$ cat config.mk
export PLATFORM = sky130hd
export DESIGN_NAME = mc8051_mem_seq
export DESIGN_NICKNAME = d
export VERILOG_FILES = /design/src/rtl/mc8051_mem_seq_pkg.sv /design/src/rtl/mc8051_mem_seq.sv
export SDC_FILE = /design/constraint.sdc
export NUM_CORES = 1
export LEC_CHECK = 0
export ABC_AREA = 1
export CAP_MARGIN = 25
export CORE_ASPECT_RATIO = 0.8
export CORE_UTILIZATION = 36
export DETAILED_ROUTE_END_ITERATION = 16
export MAX_ROUTING_LAYER = met4
export PLACE_DENSITY = 0.82
export RECOVER_POWER = 100
export SYNTH_ARGS = -nofsm -noshare
export SYNTH_HDL_FRONTEND = slang
export SYNTH_SLANG_ARGS = --single-unit
$ cat constraint.sdc
create_clock -name i_mcu_clk -period 1.7 [get_ports i_mcu_clk]
set_input_delay 0.34 -clock i_mcu_clk [delete_from_list [all_inputs] [get_ports i_mcu_clk]]
set_output_delay 0.34 -clock i_mcu_clk [all_outputs]
set_load 0.01 [all_outputs]
$ cat src/rtl/mc8051_mem_seq_pkg.sv
// Shared definitions for the 8051 machine-cycle memory sequencer.
//   - tp_e       : phase encodings S1..S6 (4'd1..4'd6), also used by mc8051_mux
//   - MAX_WAIT_DEFAULT : default per-access wait budget before timeout
//   - tp_next()  : successor phase in the fixed S1->...->S6->S1 ring
package mc8051_mem_seq_pkg;

  typedef enum logic [3:0] {
    TP_S1 = 4'd1,
    TP_S2 = 4'd2,
    TP_S3 = 4'd3,
    TP_S4 = 4'd4,
    TP_S5 = 4'd5,
    TP_S6 = 4'd6
  } tp_e;

  localparam int MAX_WAIT_DEFAULT = 15;

  // Any unexpected encoding falls back to S1 so the ring always recovers.
  function automatic tp_e tp_next(input tp_e cur);
    case (cur)
      TP_S1:   tp_next = TP_S2;
      TP_S2:   tp_next = TP_S3;
      TP_S3:   tp_next = TP_S4;
      TP_S4:   tp_next = TP_S5;
      TP_S5:   tp_next = TP_S6;
      default: tp_next = TP_S1;
    endcase
  endfunction

endpackage

$ cat src/rtl/mc8051_mem_seq.sv
// 8051 machine-cycle memory sequencer.
// Steps through phases S1..S6 and drives the shared memory port:
//   S1 opcode fetch at i_pc, S2/S3 optional operand reads, S5 optional write,
//   S4/S6 idle. A phase with an access waits for i_mem_ready; after MAX_WAIT
//   unanswered cycles it times out (reads capture 8'hFF, writes are dropped)
//   and raises the sticky o_mem_err.
// Ports:
//   i_mcu_clk, i_mcu_rst_n (sync, active-low), i_hold (freeze)
//   i_pc, i_s2/s3/s5_mem_addr_d, i_mem_wdata, i_s2_rd_en, i_s3_rd_en, i_s5_wr_en
//   i_mem_rdata, i_mem_ready           : memory response
//   o_mem_addr/wdata/rd/wr             : memory request
//   o_t_p_q / o_t_p_d                  : current / next phase
//   o_s1_instr_buffer, o_s2_data_buffer, o_s3_data_buffer : captured read data
//   o_instr_end                        : high in the S6 cycle that returns to S1
//   o_mem_err                          : sticky timeout flag
module mc8051_mem_seq
  import mc8051_mem_seq_pkg::*;
#(
  parameter int MAX_WAIT = MAX_WAIT_DEFAULT
) (
  input  logic        i_mcu_clk,
  input  logic        i_mcu_rst_n,
  input  logic        i_hold,
  input  logic [15:0] i_pc,
  input  logic [15:0] i_s2_mem_addr_d,
  input  logic [15:0] i_s3_mem_addr_d,
  input  logic [15:0] i_s5_mem_addr_d,
  input  logic [7:0]  i_mem_wdata,
  input  logic        i_s2_rd_en,
  input  logic        i_s3_rd_en,
  input  logic        i_s5_wr_en,
  input  logic [7:0]  i_mem_rdata,
  input  logic        i_mem_ready,
  output logic [15:0] o_mem_addr,
  output logic [7:0]  o_mem_wdata,
  output logic        o_mem_rd,
  output logic        o_mem_wr,
  output logic [3:0]  o_t_p_q,
  output logic [3:0]  o_t_p_d,
  output logic [7:0]  o_s1_instr_buffer,
  output logic [7:0]  o_s2_data_buffer,
  output logic [7:0]  o_s3_data_buffer,
  output logic        o_instr_end,
  output logic        o_mem_err
);

  localparam int CW = (MAX_WAIT < 1) ? 1 : $clog2(MAX_WAIT + 1);
  // Timeout fires on the cycle whose increment would reach MAX_WAIT, so a
  // silent access keeps its strobe up for exactly MAX_WAIT cycles.
  localparam logic [CW-1:0] WAIT_LAST = CW'((MAX_WAIT < 1) ? 0 : MAX_WAIT - 1);

  tp_e           t_p_q;
  tp_e           t_p_d;
  logic [CW-1:0] wait_cnt;
  logic          req_rd;
  logic          req_wr;
  logic          req;
  logic [15:0]   req_addr;
  logic          timeout;
  logic          advance;
  logic [7:0]    rd_capture;

  // Request decode from the registered phase and the decoder enables.
  always_comb begin
    req_rd   = 1'b0;
    req_wr   = 1'b0;
    req_addr = 16'h0000;
    case (t_p_q)
      TP_S1: begin
        req_rd   = 1'b1;
        req_addr = i_pc;
      end
      TP_S2: begin
        req_rd   = i_s2_rd_en;
        req_addr = i_s2_mem_addr_d;
      end
      TP_S3: begin
        req_rd   = i_s3_rd_en;
        req_addr = i_s3_mem_addr_d;
      end
      TP_S5: begin
        req_wr   = i_s5_wr_en;
        req_addr = i_s5_mem_addr_d;
      end
      default: ;
    endcase
  end

  assign req        = req_rd | req_wr;
  assign timeout    = req & ~i_mem_ready & (wait_cnt == WAIT_LAST);
  // Hold blocks advance, so a ready seen during hold is simply ignored.
  assign advance    = ~i_hold & (~req | i_mem_ready | timeout);
  assign t_p_d      = advance ? tp_next(t_p_q) : t_p_q;
  assign rd_capture = i_mem_ready ? i_mem_rdata : 8'hFF;

  // Strobes are masked while reset is held so nothing reaches memory.
  assign o_mem_rd    = i_mcu_rst_n & req_rd;
  assign o_mem_wr    = i_mcu_rst_n & req_wr;
  assign o_mem_addr  = (o_mem_rd | o_mem_wr) ? req_addr : 16'h0000;
  assign o_mem_wdata = o_mem_wr ? i_mem_wdata : 8'h00;
  assign o_t_p_q     = t_p_q;
  assign o_t_p_d     = t_p_d;
  assign o_instr_end = i_mcu_rst_n & advance & (t_p_q == TP_S6);

  always_ff @(posedge i_mcu_clk) begin
    if (!i_mcu_rst_n) begin
      t_p_q             <= TP_S1;
      wait_cnt          <= '0;
      o_s1_instr_buffer <= 8'h00;
      o_s2_data_buffer  <= 8'h00;
      o_s3_data_buffer  <= 8'h00;
      o_mem_err         <= 1'b0;
    end else if (advance) begin
      t_p_q    <= t_p_d;
      wait_cnt <= '0;
      if (req_rd) begin
        case (t_p_q)
          TP_S1:   o_s1_instr_buffer <= rd_capture;
          TP_S2:   o_s2_data_buffer  <= rd_capture;
          TP_S3:   o_s3_data_buffer  <= rd_capture;
          default: ;
        endcase
      end
      if (timeout) o_mem_err <= 1'b1;
    end else if (!i_hold) begin
      // Not holding and not advancing means a request is waiting on memory.
      wait_cnt <= wait_cnt + 1'b1;
    end
  end

endmodule

==> results.md <==
* CP max FO at 8
* Synth cell types at 26
* Maximum vdd drop at 0.414 mV
* CP top delay family: buffers and inverters
* Port Buf Inserts at 146
* Top_reg_cell synth: dfxtp_1
* Final hold viol count at 0
* Crit path buffers/inverters at 5
* DR vias/cell at 4.79
* Sequential Power Share at 31.1%
* Initial Util at 38.2%
* Area leader, netlist: dfxtp_1
* Setup violators final at 31
* P_leak at 1.93 nW
* Fmax at 488 MHz
* Dpl cells at 594
* Total power at 2.75 mW
* Vias post-DR at 2929
* Register area at 673 um^2
* Tightest Pin Transition at 0.254 ns
* Fillers at 361
* Drt pass-1 iters at 4
* # clock sinks at 33
* Layout area overhead at 102%
* Ratio of cells with drive above 1 in the final layout at 28.7%
* Clock power share at 28.1%
* Die area at 6210 um^2
* Synth top area share at 31.1%
* Initial antenna violation count at 0
* Post-route ant nets at 0
* Vias in the first global route at 2792
* Core area at 5560 um^2
* Die height at 70.7 um
* Seq cells post-synth at 33
* Worst path arrival time at 1.71 ns
* Pin count of the biggest net entering global routing at 26
* Setup crit start kind: flop
* Async set or reset register ratio after synthesis at 0%
* Crit path largest cell delay at 0.37 ns
* CTS tree: done
* Clock root cell: clkbuf_8
* Syn Std Cell Area at 2120 um^2
* Min Clock Period, post-route at 2.05 ns
* Grt ovf at 0
* Slew headroom at 82.9%
* RSZ-0062 raised after global routing: yes
* Pre-CTS WS at -0.834 ns
* Cell with the most instances after synthesis: nand2_1
* Combinational fraction of design power at 40.8%
* CTS max path bufs at 2
* Status: finished, violations left
* Critical path type: reg2out
* N_diodes at 0
* Yosys synthesis warning count at 0
* Wirelength per Cell at 14.1 um
* Post-Syn Instances at 343
* DP Wirelength at 6100 um
* Slew Limit Fails at 0
* DRC errors left at 0
* Die X-Extent at 87.9 um
* Drt first-iter violations at 115
* Hold Crit Class: reg2reg
* Post-Layout Cell Count at 611
* First-pass GRT wire length at 12400 um
* Period utilization at 121%
* Failing checks: negative setup slack
* H-tree depth at 2
* IO Count at 147
* Min setup slack post-route at -0.351 ns
* Final #Nets at 621
* Slowest CP cell: dfxtp_4
* Reg clk slew, reported paths at 0.07 ns
* Sequential-to-total area share from yosys stat at 31.1%
* Clock skew at 0.00422 ns
* Crit-path cells: inv_1, nor2_4, nand3_2, buf_4, buf_4, nor2_4, inv_4, nor2_1, buf_2
* Num CTS Buffers at 5
* Element type at the critical path end: output pin
* Crit path required time at 1.36 ns
* Internal power at 1.87 mW
* Sw frac at 31.8%
* Hold slack at 0.510 ns
* Clk_lat worst skew at 0.29 ns
* Number of enable flip-flop cells after synthesis at 0
* Syn avg cell area at 6.19 um^2
* Number of max-cap violations at 0
* WL final at 8640 um
* Area contributors post-synth: dfxtp_1, nand2_1, nor2_1
* Area of the multi-input gates at 1510 um^2
* Psw at 874 uW
* Site row count at 24
* GR Util All Layers at 26.4%
* Post-synth top cells: nand2_1, nor2_1, inv_1, dfxtp_1, a41oi_1
* Power Dens Cells at 639 nW/um^2
* Mapped Nets at 432
* GP Congestion at 0.920
## flip-flops by register name, summed over array words and instances (netlist names)
name	flops
wait_cnt	4
o_s3_data_buffer	8
o_s1_instr_buffer	8
o_s2_data_buffer	8
o_mem_err	1
o_t_p_q	4
## layout by cell type (no fill, tap or decap), types with 5 or more instances in the layout
cell type and instances:
nand2_1 124, clkdlybuf4s50_1 111, nor2_1 57, inv_1 39, buf_4 35, dfxtp_1 29, buf_2 26, a41oi_2 16
buf_6 11, or2_2 8, nor2_4 7, nand2_2 6, nand4_4 6, clkbuf_8 6, nand3_2 5, nor2_2 5
## kinds of logic after synthesis
group	count (synthesis)	synth area share, %
buf+inv	57	11.7
flops	33	31.1
fa+ha+maj	2	1.18
xor+xnor	2	0.825
compound gates	23	8.36
simple gates	226	46.8
## worst paths after layout
kind,startpoint,endpoint,slack (ns),cells after the start
max,o_t_p_q[2]$_SDFFE_PN0P_,o_mem_wdata[6],-0.35,9
min,o_mem_err$_SDFFE_PN0P_,o_mem_err$_SDFFE_PN0P_,0.51,1
max reg2reg,o_t_p_q[2]$_SDFFE_PN0P_,o_s1_instr_buffer[7]$_SDFFE_PN0P_,0.07,10
min reg2reg,o_mem_err$_SDFFE_PN0P_,o_mem_err$_SDFFE_PN0P_,0.51,1
## layout make-up
class                   instances  share of cell area, %
flip-flops and latches         33                   15.6
clock buffers                   7                   2.01
clock inverters                 1                  0.698
repair buffers                190                   40.1
inverters                      46                   4.28
multi-input cells             256                   35.0
well taps                      78                   2.27
## per-layer routing
layer  up-vias  GRT usage (%)  wire length (um)
li1       1444              -                 -
met1      1347           28.7              3390
met2       121           46.8              4590
met3        17           4.20               499
met4         0           12.0               163
met5         -              -                 0
## power by group through the flow
stage | registers [mW] | clock network (mW) | logic [mW]
2_1_floorplan | 0.885 | 0 | 0.411
3_3_place_gp | 0.865 | 0 | 1.01
3_5_place_dp | 0.867 | 0 | 1.02
4_1_cts | 0.852 | 0.780 | 1.03
5_1_grt | 0.857 | 0.826 | 1.19
6_report | 0.853 | 0.773 | 1.12
## through the flow
step,instance area (um^2),setup TNS [ns],util (%)
2_1_floorplan,2220,-0.0425,-
3_3_place_gp,4010,-26.03,72.2
3_5_place_dp,4010,-27.53,72.2
4_1_cts,4140,-7.61,74.4
5_1_grt,4300,-11.87,77.4
6_report,4300,-9.36,77.4
## what timing repair did
item,in CTS,in global routing
pin swaps,9,9
buffers inserted,6,1
cloned,0,3
gates resized for setup,161,31
hold buffers,0,0
endpoints found under the setup margin,32,57
No activity file was read; power rests on OpenSTA's default activity.
